==> config.mk <==
export PLATFORM = sky130hd
export DESIGN_NAME = move_scheduler
export DESIGN_NICKNAME = d
export VERILOG_FILES = /design/src/rtl/move_scheduler.sv
export SDC_FILE = /design/constraint.sdc
export NUM_CORES = 1
export LEC_CHECK = 0
export BUFFER_PORTS_ARGS = -buffer_cell sky130_fd_sc_hd__buf_2
export CORE_MARGIN = 1
export CORE_UTILIZATION = 50
export DETAILED_ROUTE_END_ITERATION = 6
export PLACE_DENSITY = 0.72
export SLEW_MARGIN = 15
export SYNTH_ARGS = -nofsm -noshare
export SYNTH_HDL_FRONTEND = slang
export SYNTH_SLANG_ARGS = --single-unit
==> constraint.sdc <==
create_clock -name clk_i -period 6.4 [get_ports clk_i]
set_clock_uncertainty 0.15 [all_clocks]
set_input_delay 0.32 -clock clk_i [delete_from_list [all_inputs] [get_ports clk_i]]
set_output_delay 0.32 -clock clk_i [all_outputs]
set_load 0.05 [all_outputs]
==> src/rtl/move_scheduler.sv <==
// move_scheduler: sequences one 2048 turn at a time (move, spawn, check) and
// queues edge-triggered direction commands so presses made mid-turn are kept.
// Owns the effective-move step counter and the play/dead/win status.
//
// Ports:
//   clk_i        game clock
//   rst_i        synchronous reset, active-high
//   key_i        debounced key levels {up,down,left,right}
//   mv_en_o      one-cycle strobe: board applies move mv_dir_o
//   mv_dir_o     00 up, 01 down, 10 left, 11 right (holds last popped dir)
//   moved_i      board changed by last move; valid the cycle after mv_en_o
//   spawn_en_o   one-cycle strobe: board inserts a random tile
//   chk_en_o     level: evaluate dead/win, held until chk_done_i
//   chk_done_i   check result valid this cycle
//   chk_dead_i   no legal move remains (qualified by chk_done_i)
//   chk_win_i    2048 tile present (qualified by chk_done_i)
//   status_o     0 play, 1 dead, 2 win
//   step_o       count of completed effective moves (saturating)
//   busy_o       scheduler not idle
//   fifo_full_o  command FIFO holds Depth entries
module move_scheduler #(
  parameter int unsigned Depth = 4,
  parameter int unsigned StepW = 8
) (
  input  logic             clk_i,
  input  logic             rst_i,
  input  logic [3:0]       key_i,
  output logic             mv_en_o,
  output logic [1:0]       mv_dir_o,
  input  logic             moved_i,
  output logic             spawn_en_o,
  output logic             chk_en_o,
  input  logic             chk_done_i,
  input  logic             chk_dead_i,
  input  logic             chk_win_i,
  output logic [1:0]       status_o,
  output logic [StepW-1:0] step_o,
  output logic             busy_o,
  output logic             fifo_full_o
);

  localparam int unsigned PtrW = (Depth > 1) ? $clog2(Depth) : 1;
  localparam int unsigned CntW = $clog2(Depth + 1);

  localparam logic [1:0] StatPlay = 2'd0;
  localparam logic [1:0] StatDead = 2'd1;
  localparam logic [1:0] StatWin  = 2'd2;

  typedef enum logic [2:0] {
    StIdle,
    StMove,
    StSample,
    StSpawn,
    StCheck,
    StOver
  } state_e;

  state_e           state_q, state_d;
  logic [3:0]       key_q;
  logic [1:0]       dir_q, dir_d;
  logic [1:0]       status_q, status_d;
  logic [StepW-1:0] step_q, step_d;

  logic [1:0]       mem_q [Depth];
  logic [PtrW-1:0]  wr_ptr_q, rd_ptr_q;
  logic [CntW-1:0]  count_q;

  logic             cmd_valid;
  logic [1:0]       cmd_dir;
  logic             fifo_empty, fifo_full;
  logic             push, pop, enter_over;

  // A command is a fresh press: exactly one key now, no key on the previous edge.
  always_comb begin
    cmd_valid = 1'b0;
    cmd_dir   = 2'b00;
    if (key_q == 4'b0000) begin
      case (key_i)
        4'b1000: begin cmd_valid = 1'b1; cmd_dir = 2'b00; end
        4'b0100: begin cmd_valid = 1'b1; cmd_dir = 2'b01; end
        4'b0010: begin cmd_valid = 1'b1; cmd_dir = 2'b10; end
        4'b0001: begin cmd_valid = 1'b1; cmd_dir = 2'b11; end
        default: begin cmd_valid = 1'b0; cmd_dir = 2'b00; end
      endcase
    end
  end

  assign fifo_empty = (count_q == '0);
  assign fifo_full  = (count_q == CntW'(Depth));
  assign pop        = (state_q == StIdle) && (status_q != StatDead) && !fifo_empty;
  assign enter_over = (state_q == StCheck) && chk_done_i && chk_dead_i;
  // A pop in the same cycle frees a slot, so a full FIFO can still accept.
  assign push       = cmd_valid && (state_q != StOver) && !enter_over && (!fifo_full || pop);

  always_ff @(posedge clk_i) begin
    if (rst_i) begin
      key_q <= 4'b1111;
    end else begin
      key_q <= key_i;
    end
  end

  always_ff @(posedge clk_i) begin
    if (rst_i) begin
      wr_ptr_q <= '0;
      rd_ptr_q <= '0;
      count_q  <= '0;
    end else if (enter_over) begin
      wr_ptr_q <= '0;
      rd_ptr_q <= '0;
      count_q  <= '0;
    end else begin
      if (push) wr_ptr_q <= wr_ptr_q + PtrW'(1);
      if (pop)  rd_ptr_q <= rd_ptr_q + PtrW'(1);
      count_q <= count_q + CntW'(push) - CntW'(pop);
    end
  end

  // Storage needs no reset: an entry is only read after it has been written.
  always_ff @(posedge clk_i) begin
    if (push) mem_q[wr_ptr_q] <= cmd_dir;
  end

  always_comb begin
    state_d  = state_q;
    dir_d    = dir_q;
    status_d = status_q;
    step_d   = step_q;
    unique case (state_q)
      StIdle: begin
        if (pop) begin
          dir_d   = mem_q[rd_ptr_q];
          state_d = StMove;
        end
      end
      StMove:   state_d = StSample;
      StSample: state_d = moved_i ? StSpawn : StIdle;
      StSpawn:  state_d = StCheck;
      StCheck: begin
        if (chk_done_i) begin
          if (step_q != '1) step_d = step_q + StepW'(1);
          if (chk_dead_i) begin
            status_d = StatDead;
            state_d  = StOver;
          end else begin
            if (chk_win_i) status_d = StatWin;
            state_d = StIdle;
          end
        end
      end
      StOver:   state_d = StOver;
      default:  state_d = StIdle;
    endcase
  end

  always_ff @(posedge clk_i) begin
    if (rst_i) begin
      state_q  <= StIdle;
      dir_q    <= 2'b00;
      status_q <= StatPlay;
      step_q   <= '0;
    end else begin
      state_q  <= state_d;
      dir_q    <= dir_d;
      status_q <= status_d;
      step_q   <= step_d;
    end
  end

  always_comb begin
    mv_en_o     = (state_q == StMove);
    spawn_en_o  = (state_q == StSpawn);
    chk_en_o    = (state_q == StCheck);
    busy_o      = (state_q != StIdle);
    mv_dir_o    = dir_q;
    status_o    = status_q;
    step_o      = step_q;
    fifo_full_o = fifo_full;
  end

endmodule

==> results.toml <==
[grt]
grt_antenna_before_repair = 0
grt_max_degree = 22
grt_overflow = 0
grt_pass1_vias = 1153
grt_pass1_wl_um = 5110
grt_usage_pct = 20.2

[floorplanning]
rows = 20
die_x_um = 59.0
core_mm2 = 0.00308
die_h_um = 59.0
pin_count = 27
die-area_mm2 = 0.00348
initial_core_util_pct = 52.8

[clock_network]
cts.htree.levels = 2
clockBufferDepth = 2
clk_latency_ps = 340
hold_buffers = 0
cts_inserted_buffers = 5
clock_sinks = 34
cts_tree = "done"
cts_resized = 0
clkTransAtPathRegs_ps = 100
cts_setup_buffers = 0
clock-root-buffer = "clkbuf_4"

[route]
drtIter0Drc = 87
routedWlPerCell_um = 13.6
finalWirelength_um = 3160
first_pass_iters = 4
drc = 0
ant_nets = 0
vias_per_cell = 5.32
vias = 1234

[critical_path]
slowest_stage = "or4_4"
arrival_ps = 3030
critPathMaxStageDelay_ps = 540
reg2regPathDepth = 9
worst_path_most_repeated_cell = "xnor2_1"
cp_max_fo = 3
r2r-end = "count_q[2]"
required_ps = 6490
worstSetupPathType = "reg2reg"
crit_chain = "or4_4 -> a221o_1 -> o21ai_0 -> o41ai_1 -> ha_1 -> fa_1 -> xnor2_1 -> xnor2_1 -> nor2_1"
critPathLaunchType = "flip-flop"
endpoint_kind = "flip-flop"
worst-r2r-setup-slack_ps = 3460
r2r_start = "key_q[1]"

[power_and_ir_drop]
swShare_pct = 39.7
vdd_ir_drop_max_v = 0.000172
p_int_uw = 375
leakage_nw = 0.776
combPwrFrac_pct = 39.2
power_uw = 623
p_per_area_mw_per_mm2 = 340
power_frac_clock_pct = 17.5
p_switching_uw = 247
p_seq_share_pct = 43.4

[place]
place_ws_ps = 3460
gp_congestion = 0.819
dp_hpwl_um = 2430
port_buffers = 26

[sta]
hold_viol = 0
max_clock_freq_mhz = 340
setup_ws_ps = 3460
relSlewSlack_pct = 49.3
finalSetupTns_ps = 0
rsz0062_at_grt = "no"
post-route-period-util_pct = 46.0
worst_pin_slew_ps = 754
fin_crit_ps = 2940
slew_viol_final = 0
setup_viol = 0

[synth]
synth_top_cell_area_share_pct = 32.0
yosysWarnings = 0
synth_area_mm2 = 0.00162
syn_inst = 160
syn-num-nets = 177
yosysSeqAreaShare_pct = 46.8
yosys.area.top_type = "dfxtp_1"
synth_area_leaders = "dfxtp_1, edfxtp_1, nor2_1, xor2_1, ha_1"
async_reset_ff_share_pct = 0
syn_avg_cell_area_um2 = 10.2
synth_cell_types = 39
ys_ff_latch = 34
synth_edf_count = 8
synth_ff_type = "dfxtp_1"

[final_layout]
final_nets = 204
fillCellCount = 286
final_cell_mix = "dfxtp_1, buf_2, nor2_1"
regArea_um2 = 761
multiInputGateArea_um2 = 812
drive_gt1_share_pct = 21.8
antennaDiodeCount = 0
area_growth_pct = 12.9

[min_path]
min-delay-start = "key_i[1]"
min_to = "key_q[1]"
hold_class = "in2reg"
whs_path_depth = 2

[status]
status = "finished clean"

[flow_run]
cap_violations = 0
[logic make-up after synthesis]
kind of cell	synth area share [%]
simple gates	21.4
flops	46.8
compound gates	9.25
xor+xnor	7.01
buf+inv	3.16
mux	6.47
fa+ha+maj	5.86
[critical path: cells and delay by family (launching register included)]
kind,cells,cell delay [ps]
compound gates,3,860
fa+ha+maj,2,610
simple gates,2,590
xor+xnor,2,320
flops,1,310
[registers in the layout (all words and copies together), names as in the netlist]
name and flops:
status_o 2, state_q 3, rd_ptr_q 2, step_o 8, mv_dir_o 2, wr_ptr_q 2, count_q 3, mem_q 8
key_q 4
[area by class of cell]
cell class | count | area share [%]
clock buffer | 6 | 2.25
clock inverter | 2 | 0.477
inverter | 7 | 1.43
multi-input combinational | 113 | 44.3
sequential | 34 | 41.5
tap | 44 | 3.00
timing repair buffer | 26 | 7.09
[cell usage after synthesis (2+ instances only)]
| cell type | n |
|---|---|
| inv_1 | 7 |
| a22oi_1 | 2 |
| mux4_2 | 2 |
| nor2_1 | 21 |
| ha_1 | 6 |
| xor2_1 | 9 |
| edfxtp_1 | 8 |
| o211ai_1 | 3 |
| dfxtp_1 | 26 |
| o21ai_0 | 4 |
| or2_2 | 4 |
| and3_1 | 4 |
| and2_1 | 6 |
| nor2b_1 | 3 |
| nor3b_1 | 3 |
| buf_2 | 2 |
| a21oi_1 | 4 |
| mux2i_1 | 6 |
| xnor2_1 | 4 |
| nand2_1 | 8 |
| nand3_1 | 2 |
| nand4_1 | 3 |
| nor4_1 | 2 |
| nor3_1 | 2 |
| nand2b_1 | 2 |
| clkbuf_1 | 4 |
[metal layers]
layer	part of all wire (%)	global-route usage, %	up-vias
met5	0	0	-
met4	1.4	7.82	0
met1	46	25.8	586
li1	-	-	616
met3	5.2	6.33	5
met2	47	32.0	27
[worst max-delay path by stage]
stage	startpoint	to
global placement	key_q[1]	count_q[2]
floorplan	count_q[2]	count_q[2]
CTS	state_q[1]	count_q[2]
global route	state_q[0]	count_q[2]
detailed placement	state_q[1]	count_q[2]
finish	key_q[1]	count_q[2]
[per-stage QoR]
step	std cells	area (um^2)	util, %	hold WS [ps]
2_1_floorplan	160	1620	-	277
3_3_place_gp	224	1780	58.0	319
3_5_place_dp	224	1780	58.0	343
6_report	232	1830	59.6	83.7
4_1_cts	232	1830	59.6	73.7
5_1_grt	232	1830	59.6	88.7
[power groups by stage]
stage	Sequential [mW]	Combinational (mW)	Clock (mW)
global placement	0.271	0.234	0
finish	0.270	0.244	0.109
detailed placement	0.275	0.241	0
global route	0.274	0.265	0.120
CTS	0.270	0.244	0.112
floorplan	0.278	0.190	0
(Power assumes the default switching activity.)
